[src/rtl/fifo_param.sv]
`default_nettype none
// ============================================================================
// Module   : fifo_param
// Brief    : Parametrised single-clock circular-queue FIFO with occupancy
//            count, almost-full/almost-empty thresholds and error pulses.
// Revision : 1.0 - initial release
// ============================================================================
module fifo_param #(
   parameter int DATA_WIDTH = 16,
   parameter int DEPTH      = 16,
   parameter int AF_LEVEL   = 14,
   parameter int AE_LEVEL   = 2,
   localparam int CW        = $clog2(DEPTH + 1)
) (
   input  logic                  clk,
   input  logic                  reset,
   input  logic                  write,
   input  logic                  read,
   input  logic [DATA_WIDTH-1:0] d_in,
   output logic                  full,
   output logic                  empty,
   output logic [DATA_WIDTH-1:0] d_out,
   output logic                  almost_full,
   output logic                  almost_empty,
   output logic [CW-1:0]         count,
   output logic                  overflow,
   output logic                  underflow
);

   localparam int            c_PW   = $clog2(DEPTH);
   localparam logic [c_PW-1:0] c_LAST = c_PW'(DEPTH - 1);

   logic [DATA_WIDTH-1:0] r_mem [DEPTH];
   logic [c_PW-1:0]       r_wr_ptr;
   logic [c_PW-1:0]       r_rd_ptr;
   logic [CW-1:0]         r_count;
   logic [DATA_WIDTH-1:0] r_d_out;
   logic                  r_overflow;
   logic                  r_underflow;

   logic                  w_full;
   logic                  w_empty;
   logic                  w_rd_ok;
   logic                  w_wr_ok;
   logic [c_PW-1:0]       w_wr_ptr_nxt;
   logic [c_PW-1:0]       w_rd_ptr_nxt;

   // Flags decode from the registered count only, so no input reaches an output.
   assign w_full  = (r_count == CW'(DEPTH));
   assign w_empty = (r_count == '0);

   // A read at full frees a slot in the same edge, so a concurrent write is accepted.
   assign w_rd_ok = read & ~w_empty;
   assign w_wr_ok = write & (~w_full | w_rd_ok);

   assign w_wr_ptr_nxt = (r_wr_ptr == c_LAST) ? '0 : r_wr_ptr + c_PW'(1);
   assign w_rd_ptr_nxt = (r_rd_ptr == c_LAST) ? '0 : r_rd_ptr + c_PW'(1);

   always_ff @(posedge clk) begin
      if (!reset && w_wr_ok) begin
         r_mem[r_wr_ptr] <= d_in;
      end
   end

   always_ff @(posedge clk) begin
      if (reset) begin
         r_wr_ptr    <= '0;
         r_rd_ptr    <= '0;
         r_count     <= '0;
         r_d_out     <= '0;
         r_overflow  <= 1'b0;
         r_underflow <= 1'b0;
      end else begin
         if (w_wr_ok) begin
            r_wr_ptr <= w_wr_ptr_nxt;
         end
         if (w_rd_ok) begin
            r_rd_ptr <= w_rd_ptr_nxt;
            r_d_out  <= r_mem[r_rd_ptr];
         end
         if (w_wr_ok && !w_rd_ok) begin
            r_count <= r_count + CW'(1);
         end else if (w_rd_ok && !w_wr_ok) begin
            r_count <= r_count - CW'(1);
         end
         r_overflow  <= write & ~w_wr_ok;
         r_underflow <= read & ~w_rd_ok;
      end
   end

   assign full         = w_full;
   assign empty        = w_empty;
   assign d_out        = r_d_out;
   assign almost_full  = (r_count >= CW'(AF_LEVEL));
   assign almost_empty = (r_count <= CW'(AE_LEVEL));
   assign count        = r_count;
   assign overflow     = r_overflow;
   assign underflow    = r_underflow;

endmodule
`default_nettype wire

[config.mk]
export PLATFORM = sky130hd
export DESIGN_NAME = fifo_param
export DESIGN_NICKNAME = d
export VERILOG_FILES = /design/src/rtl/fifo_param.sv
export SDC_FILE = /design/constraint.sdc
export NUM_CORES = 1
export LEC_CHECK = 0
export CORE_MARGIN = 4
export CORE_UTILIZATION = 57
export CTS_BUF_LIST = sky130_fd_sc_hd__clkbuf_2 sky130_fd_sc_hd__clkbuf_4 sky130_fd_sc_hd__clkbuf_8
export CTS_CLUSTER_DIAMETER = 120
export DETAILED_ROUTE_END_ITERATION = 12
export PLACE_DENSITY = 0.79
export SLEW_MARGIN = 20
export SYNTH_ARGS = -nofsm -noshare
export SYNTH_HDL_FRONTEND = slang
export SYNTH_SLANG_ARGS = --single-unit
export TNS_END_PERCENT = 1
[constraint.sdc]
create_clock -name clk -period 2.9 [get_ports clk]
set_input_delay 0.29 -clock clk [delete_from_list [all_inputs] [get_ports clk]]
set_output_delay 0.29 -clock clk [all_outputs]
set_load 0.005 [all_outputs]
Word-level counts from Yosys, hierarchy flattened. Memories as Yosys holds them, arrays and structs flattened. A register that Yosys moved wholly into a read port is not among the register bits. Cells that the tools add are included.

RAM bits: 256. Memories: 1. Bits in registers: 15. Logic and storage cells: 38. Output and inout bits: 27. Input bits: 20.

Eq/ne operators: 3. $lt $le $gt $ge: 2. Muxes and demuxes: 6. $add $sub $neg: 4. Reductions and logical operators: 8. Bitwise gates (word level): 9.

Memory list: r_mem (depth 16, bits a word 16, rd ports 1, clocked after memory_dff 1, wr ports 1, RTL line 33) `logic [DATA_WIDTH-1:0] r_mem [DEPTH];`.

Operators with widths (number): $mux W5 (2); $add A4 B1 Y4 const B (2); $eq A4 B4 Y1 const B (2); $mux W4 (2); $add A5 B1 Y5 const B (1); $eq A5 B5 Y1 const B (1); $ge A5 B4 Y1 const B (1); $le A5 B2 Y1 const B (1); $logic_not A5 Y1 (1); $sub A5 B1 Y5 const B (1); $and A1 B1 Y1 (4); $not A1 Y1 (4); $logic_and A1 B1 Y1 (3); $logic_not A1 Y1 (3); $mux W1 (2); $reduce_bool A2 Y1 (1); $or A1 B1 Y1 (1).

Depth between registers and ports, before layout.
Depth after elaboration: 9. Gate-level depth with buffers: 12.

Worst setup path after synthesis. Ideal clock, no wire load.

Path type: reg-to-reg. Start: register r_count[0], in the netlist count[0]. End: register r_count[4], in the netlist count[4]. Stages on the path, launching flop included: 13. Setup time: 0.121 ns. Buffers on the path: 2. Arrival time: 2.928 ns. Data required time: 2.779 ns. Slack: -0.149 ns. Cells stage by stage: dfxtp_1 > or4_1 > buf_2 > o21a_1 > buf_6 > inv_1 > ha_1 > inv_1 > fa_1 > a21o_1 > a21oi_1 > mux2i_1 > mux2_2.

Longest elaborated chain between the ends: 8.

Ends and longest elaborated chain: start, declared (RTL line 36) `logic [CW-1:0] r_count;`; start signal, assigned (RTL line 82) `r_count <= r_count + CW'(1);`; start signal, assigned (RTL line 84) `r_count <= r_count - CW'(1);`; $logic_not A5 Y1 (RTL line 50) `assign w_empty = (r_count == '0);`; $not A1 Y1 (RTL line 53) `assign w_rd_ok = read & ~w_empty;`; $and A1 B1 Y1 (RTL line 53); $or A1 B1 Y1 (RTL line 54) `assign w_wr_ok = write & (~w_full | w_rd_ok);`; $and A1 B1 Y1 (RTL line 54); $logic_not A1 Y1 (RTL line 83) `end else if (w_rd_ok && !w_wr_ok) begin`; $logic_and A1 B1 Y1 (RTL line 83); $reduce_bool A2 Y1 (no source line).

Several ways; a longest one is shown, not always the timed one. The select of a mux whose other input is x is not followed. A chain may end at the register's enable or synchronous reset.

Worst setup path in the final report. Ends and elaborated chain as after synthesis.

==> run metrics <==
fill cell count=1,240; Max Freq=358.5 MHz; Cell Pwr Density=767.9 mW/mm²; async set-reset flop share out of synthesis=0%; max_slew headroom=43.46%; design area=0.01310 mm²; Final #Nets=727; crit path kind=reg2reg; Hold WS=0.03677 ns; Synthesis Warnings=0; Yosys reg bits=287; number of routed nets with antenna violations=0; Post-CTS Setup Bufs=0; H-tree Lvls=2; CP required=3.33 ns; Netlist Area Pre-Place=0.01117 mm²; Slowest-stage cell, CP=or4_4; first-pass detailed-route iteration total=5; status=finished clean; Final Max Slew Viols=0; Placed Instances=911; Tightest Pin Transition=0.8449 ns; startpoint types=flop; fin util=68.89%; RSZ-0062 raised after global routing=no; total grt overflow=0; Mapped Cells=591; max-cap violation count=0; Worst EP arrival=3.22 ns; Max Clock Skew=0.01209 ns; largest net degree at the start of global routing=36; multi-input logic area=0.002713 mm²; worst setup margin=0.1104 ns; global-route usage over all layers=22.53%; Net Count, Synth=621; DR iter-0 viols=590; Post-route DRC=0; Fin. Hold Viols=0; Finish-stage setup viols=0; area growth from synthesis to layout=17.25%; TritonCTS Buffers=44; Via Count=6,122; CTS tree=built; worst min path class=in2reg; Clock Sinks=287; initial antenna violation count=0; final WL=24,470 µm; Leak Pwr=4.255 nW; final std cells w/o fill=990; CP peak stage delay=0.55 ns; routability congestion estimate from global placement=0.7970; Post-DP Area=0.01220 mm²; Synth cell types=38; post-cts repair resize count=0; io pins=47; sequential area share after synthesis=74.35%; pre-CTS setup slack=0.03269 ns; vias per std cell=6.184; Initial Util=58.76%; total power=10.06 mW; Final Cycle Share=96.19%; WL per Instance=24.72 µm; first-pass GRT wire length=36,970 µm; dpl hpwl=14,660 µm; clock latency on the worst-skew pair=0.54 ns; EDFF count, synth=256; Post-Syn Area per Cell=18.91 µm²; IO Port Bufs=46; hold buffers post-CTS=0; DIE HEIGHT=148.0 µm; final period demand of the worst path=2.790 ns; clock-pin slew on the worst setup and hold paths=0.06 ns; number of global-route vias before repair=6,450; CTS Buffer Depth=3; crit-path most repeated cell=inv_2; Sequential Area=0.008315 mm²; die width=148.0 µm; root buffer cell=clkbuf_8; endpoint class of the critical path=flop; Most used DFF post-synth=edfxtp_1; setup_tns=0 ns; n_diodes=0; std cell rows=50; die area=0.02191 mm²; Core Footprint=0.01902 mm²; worst-path maximum fanout=5; CP cell instances=or4_4 -> o21a_2 -> inv_2 -> ha_2 -> inv_2 -> fa_2 -> a21o_1 -> a21oi_2 -> mux2i_1 -> mux2_2; layout cells sized above 1=28.22%; Max VDD drop=0.3255 mV
Yosys cell counts (2+ instances only):
| library cell | instances | area share, % |
|---|---|---|
| a311oi_2 | 16 | 2.1 |
| nand3_1 | 4 | 0.18 |
| nor2_1 | 43 | 1.4 |
| ha_1 | 9 | 1.0 |
| a21oi_1 | 22 | 0.99 |
| buf_6 | 3 | 0.30 |
| nand3b_1 | 2 | 0.13 |
| o211ai_1 | 3 | 0.20 |
| xor2_1 | 4 | 0.31 |
| dfxtp_1 | 31 | 5.6 |
| mux2i_1 | 38 | 3.4 |
| edfxtp_1 | 256 | 69 |
| mux4_2 | 47 | 9.5 |
| a31oi_1 | 3 | 0.17 |
| a22oi_1 | 15 | 1.0 |
| buf_2 | 10 | 0.45 |
| inv_1 | 5 | 0.17 |
| buf_4 | 6 | 0.40 |
| nand2b_1 | 4 | 0.22 |
| nand2_1 | 12 | 0.40 |
| o22ai_1 | 15 | 0.84 |
| clkbuf_1 | 14 | 0.47 |
| a21o_1 | 2 | 0.13 |
| a41oi_1 | 2 | 0.16 |
| nor3_1 | 8 | 0.36 |
| nor2b_1 | 3 | 0.17 |
| o21a_1 | 2 | 0.13 |
| buf_1 | 2 | 0.067 |
cell families (layout without fill, tap and decap cells):
logic type / Yosys count / in the layout / share of synthesized area [%]
adders and majority gates: 10 / 10 / 1.187
muxes: 86 / 86 / 12.98
AOI/OAI and AO/OA: 84 / 84 / 6.091
DFF: 287 / 287 / 74.35
buffers and inverters: 40 / 179 / 1.859
xor gates and xnor gates: 5 / 5 / 0.3919
and+or+nand+nor: 79 / 79 / 3.146
per-layer routing:
metal	share of wire [%]	track usage, %	vias to the layer above
met5	0	0	-
met1	39	29.75	3137
met4	3.2	8.037	0
li1	-	-	2620
met3	7.5	4.568	69
met2	51	37.75	296
layout by cell type (no fill, tap or decap), types with 16 or more instances in the layout:
cell type          n
nor2_1            42
a21oi_1           21
clkbuf_8          51
clkdlybuf4s50_1   45
a311oi_2          16
mux4_2            47
edfxtp_1         256
mux2i_1           38
dfxtp_1           27
buf_4             47
worst max-delay path: cells and delay by family (launching register included):
kind | cells | cell delay, ns
AOI/OAI and AO/OA | 3 | 0.55
adders and majority gates | 2 | 0.55
muxes | 2 | 0.56
DFF | 1 | 0.32
buffers and inverters | 2 | 0.15
and+or+nand+nor | 1 | 0.55
final cells by class:
type | instances | share of cell area [%]
multi-input combinational | 264 | 20.70
inverter | 5 | 0.1432
sequential | 287 | 63.46
clock inverter | 13 | 0.5157
tap | 260 | 2.483
clock buffer | 66 | 6.217
timing repair buffer | 95 | 6.474
report_power, final:
group / switching [mW] / internal (mW)
Combinational: 0.931 / 1.03
Sequential: 0.168 / 4.67
Clock: 1.46 / 1.80
final timing paths:
check / cells past startpoint / end / startpoint / slack, ns
worst min-delay path: 3 / overflow$_SDFF_PP0_ / reset / 0.04
worst max-delay path: 10 / count[4]$_SDFFE_PP0P_ / count[0]$_SDFFE_PP0P_ / 0.11
worst min register to register: 2 / d_out[1]$_SDFFE_PP0P_ / d_out[1]$_SDFFE_PP0P_ / 0.53
worst max register to register: 10 / count[4]$_SDFFE_PP0P_ / count[0]$_SDFFE_PP0P_ / 0.11
state kept, by name (all words and copies together), names as in the netlist:
name	cells
count	5
d_out	16
overflow	1
r_mem	256
r_rd_ptr	4
r_wr_ptr	4
underflow	1
Note: power is estimated with default switching activity, not from simulation.
==> RTL edit (config.mk and constraints unchanged) <==
The parameter `DEPTH` goes from 16 to 8.
--- a/src/rtl/fifo_param.sv
+++ b/src/rtl/fifo_param.sv
@@ -7,7 +7,7 @@
 // ============================================================================
 module fifo_param #(
    parameter int DATA_WIDTH = 16,
-   parameter int DEPTH      = 16,
+   parameter int DEPTH      = 8,
    parameter int AF_LEVEL   = 14,
    parameter int AE_LEVEL   = 2,
    localparam int CW        = $clog2(DEPTH + 1)
Interface: changed (resized count); port bits go from 47 to 46. The function was not compared with the original's and may differ.
==> RTL edit against the unedited design <==
- area after synthesis decreased by 46%
- via count decreased by 48%
- sequential cell count decreased by 131
- synthesized cell count decreased by 45%
- sequential share of layout area decreased by 2.1 points
- wire length decreased by 53%
- cell area decreased by 45%
- power decreased by 45%
- first-iteration DRC count decreased by 70%
- setup slack improved by 0.037 ns
- critical endpoint is now count[3]
- largest cell class unchanged
==> RTL edit: results (changes against the unedited design) <==
Status
  – Status: finished clean (unchanged)

Cells and area
  – N_diodes: 0 (unchanged)
  – Max reg flops: 128 (was 256)
  – Nets: 424 (was 727)
  – Share of cells above drive strength 1: 29.6% (was 28.2%)

GRT
  – First-pass GRT wire length: 18.3 mm (was 37.0 mm)
  – Total track usage: 19.8% (was 22.5%)
  – Largest net degree at the start of global routing: 34 (was 36)
  – Initial antenna violation count: 0 (unchanged)
  – Via count of the first global-routing pass: 3268 (was 6450)

Logic synthesis
  – Syn Nets: 351 (was 621)
  – Post-synth cell types: 43 (was 38)
  – Post-synth top cells: edfxtp_1, mux4_2, dfxtp_1, nor2_1, o22ai_1 (was edfxtp_1, mux4_2, nor2_1, mux2i_1, dfxtp_1)
  – Post-synth ARST share: 0% (unchanged)
  – Post-synthesis sequential area ratio: 72.9% (was 74.3%)
  – Top cells by area, synth: edfxtp_1, mux4_2, dfxtp_1 (unchanged)
  – Post-synth EDFFs: 128 (was 256)

Power
  – Worst VDD drop: 0.488 mV (was 0.325 mV)
  – Leak pwr: 2.37 nW (was 4.25 nW)

Routing
  – Router iterations before antenna repair: 4 (was 5)
  – Initial DRC Count: 179 (was 590)
  – Via count: 3171 (was 6122)
  – Final wirelength: 11.6 mm (was 24.5 mm)

Worst hold path
  – HP Class: register to register (was input port to register)

STA
  – Slew headroom: 57.6% (was 43.5%)
  – Setup Skew: 0.0130 ns (was 0.0121 ns)

Worst setup path
  – Critical Path AT: 3.07 ns (was 3.22 ns)
  – Reg-to-reg slack, setup: 0.15 ns (was 0.11 ns)
  – Worst-path fanout max: 8 (was 5)

Clocking
  – Post-CTS setup buffer count: 0 (unchanged)
  – Clock slew seen by the registers of the worst setup and hold paths: 0.09 ns (was 0.06 ns)
  – CTS buffer count: 17 (was 44)
  – Worst-Skew Late Latency: 0.43 ns (was 0.54 ns)
  – H-tree level count: 4 (was 2)
  – CTS max path bufs: 2 (was 3)
  – CTS root buf: clkbuf_8 (unchanged)

Placed design
  – Port bufs: 45 (was 46)
  – Gpl congestion: 0.740 (was 0.797)
  – HPWL after DPL: 7.27 mm (was 14.7 mm)
==> RTL edit: changes by cell type after synthesis, sizes merged, moves of 9 or more <==
| cell | delta |
|---|---|
| clkbuf | -10 |
| buf | -9 |
| a311oi | -16 |
| mux2i | -36 |
| mux4 | -15 |
| a22oi | -15 |
| nor3 | +10 |
| edfxtp | -128 |
| nor2 | -16 |
| a21oi | -14 |
==> RTL edit: cell families (layout without fill, tap and decap cells) <==
group	after synthesis	after routing	share of synthesized area (%)
xor gates and xnor gates	2	2	0.290
and+or+nand+nor	72	72	7.06
DFF	156	156	72.9
AOI/OAI and AO/OA	29	29	3.52
buffers and inverters	21	107	2.03
adders and majority gates	8	8	1.78
muxes	35	35	12.4
==> RTL edit: layout make-up <==
class | count | area (µm²)
timing repair buffer | 70 | 651
tap | 136 | 170
clock inverter | 14 | 133
inverter | 5 | 18.8
multi-input combinational | 146 | 1560
clock buffer | 18 | 248
fill | 671 | 3140
sequential | 156 | 4410
==> RTL edit: layer usage <==
metal / global-route usage (%) / vias to the layer above / wire length [µm]
met1: 26.9 / 1635 / 4810
met3: 4.75 / 9 / 682
met2: 32.7 / 85 / 6010
li1: - / 1442 / -
met4: 5.25 / 0 / 89
met5: 0 / - / 0
==> RTL edit: report_power, final <==
part | switching [mW] | internal [mW]
Clock | 0.806 | 0.716
Sequential | 0.119 | 2.58
Combinational | 0.608 | 0.728
Total | 1.53 | 4.02
==> RTL edit: critical path: stages, from the launching register on <==
cell      delay [ns]
dfxtp_1         0.40
or4b_4          0.54
o21ai_4         0.17
inv_2           0.08
ha_1            0.20
inv_1           0.13
ha_1            0.30
a21oi_2         0.19
a211oi_1        0.10
a31oi_1         0.19
mux2_2          0.35
==> RTL edit: final timing paths <==
| kind | from | to | depth (start not counted) |
|---|---|---|---|
| min reg2reg | d_out[11] | d_out[11] | 2 |
| min | d_out[11] | d_out[11] | 2 |
| max | count[2] | count[3] | 10 |
| max reg2reg | count[2] | count[3] | 10 |
==> RTL edit: stage by stage <==
stage	hold WS (ns)	setup WS (ns)	TNS (ns)	std cells	area (µm²)
6_report	0.494	0.147	0	545	7180
2_1_floorplan	0.367	-0.0399	-0.638	323	6050
4_1_cts	0.497	0.0617	0	545	7180
3_3_place_gp	0.478	0.233	0	513	6800
5_1_grt	0.532	0.0202	0	545	7180
3_5_place_dp	0.481	0.0874	0	513	6800
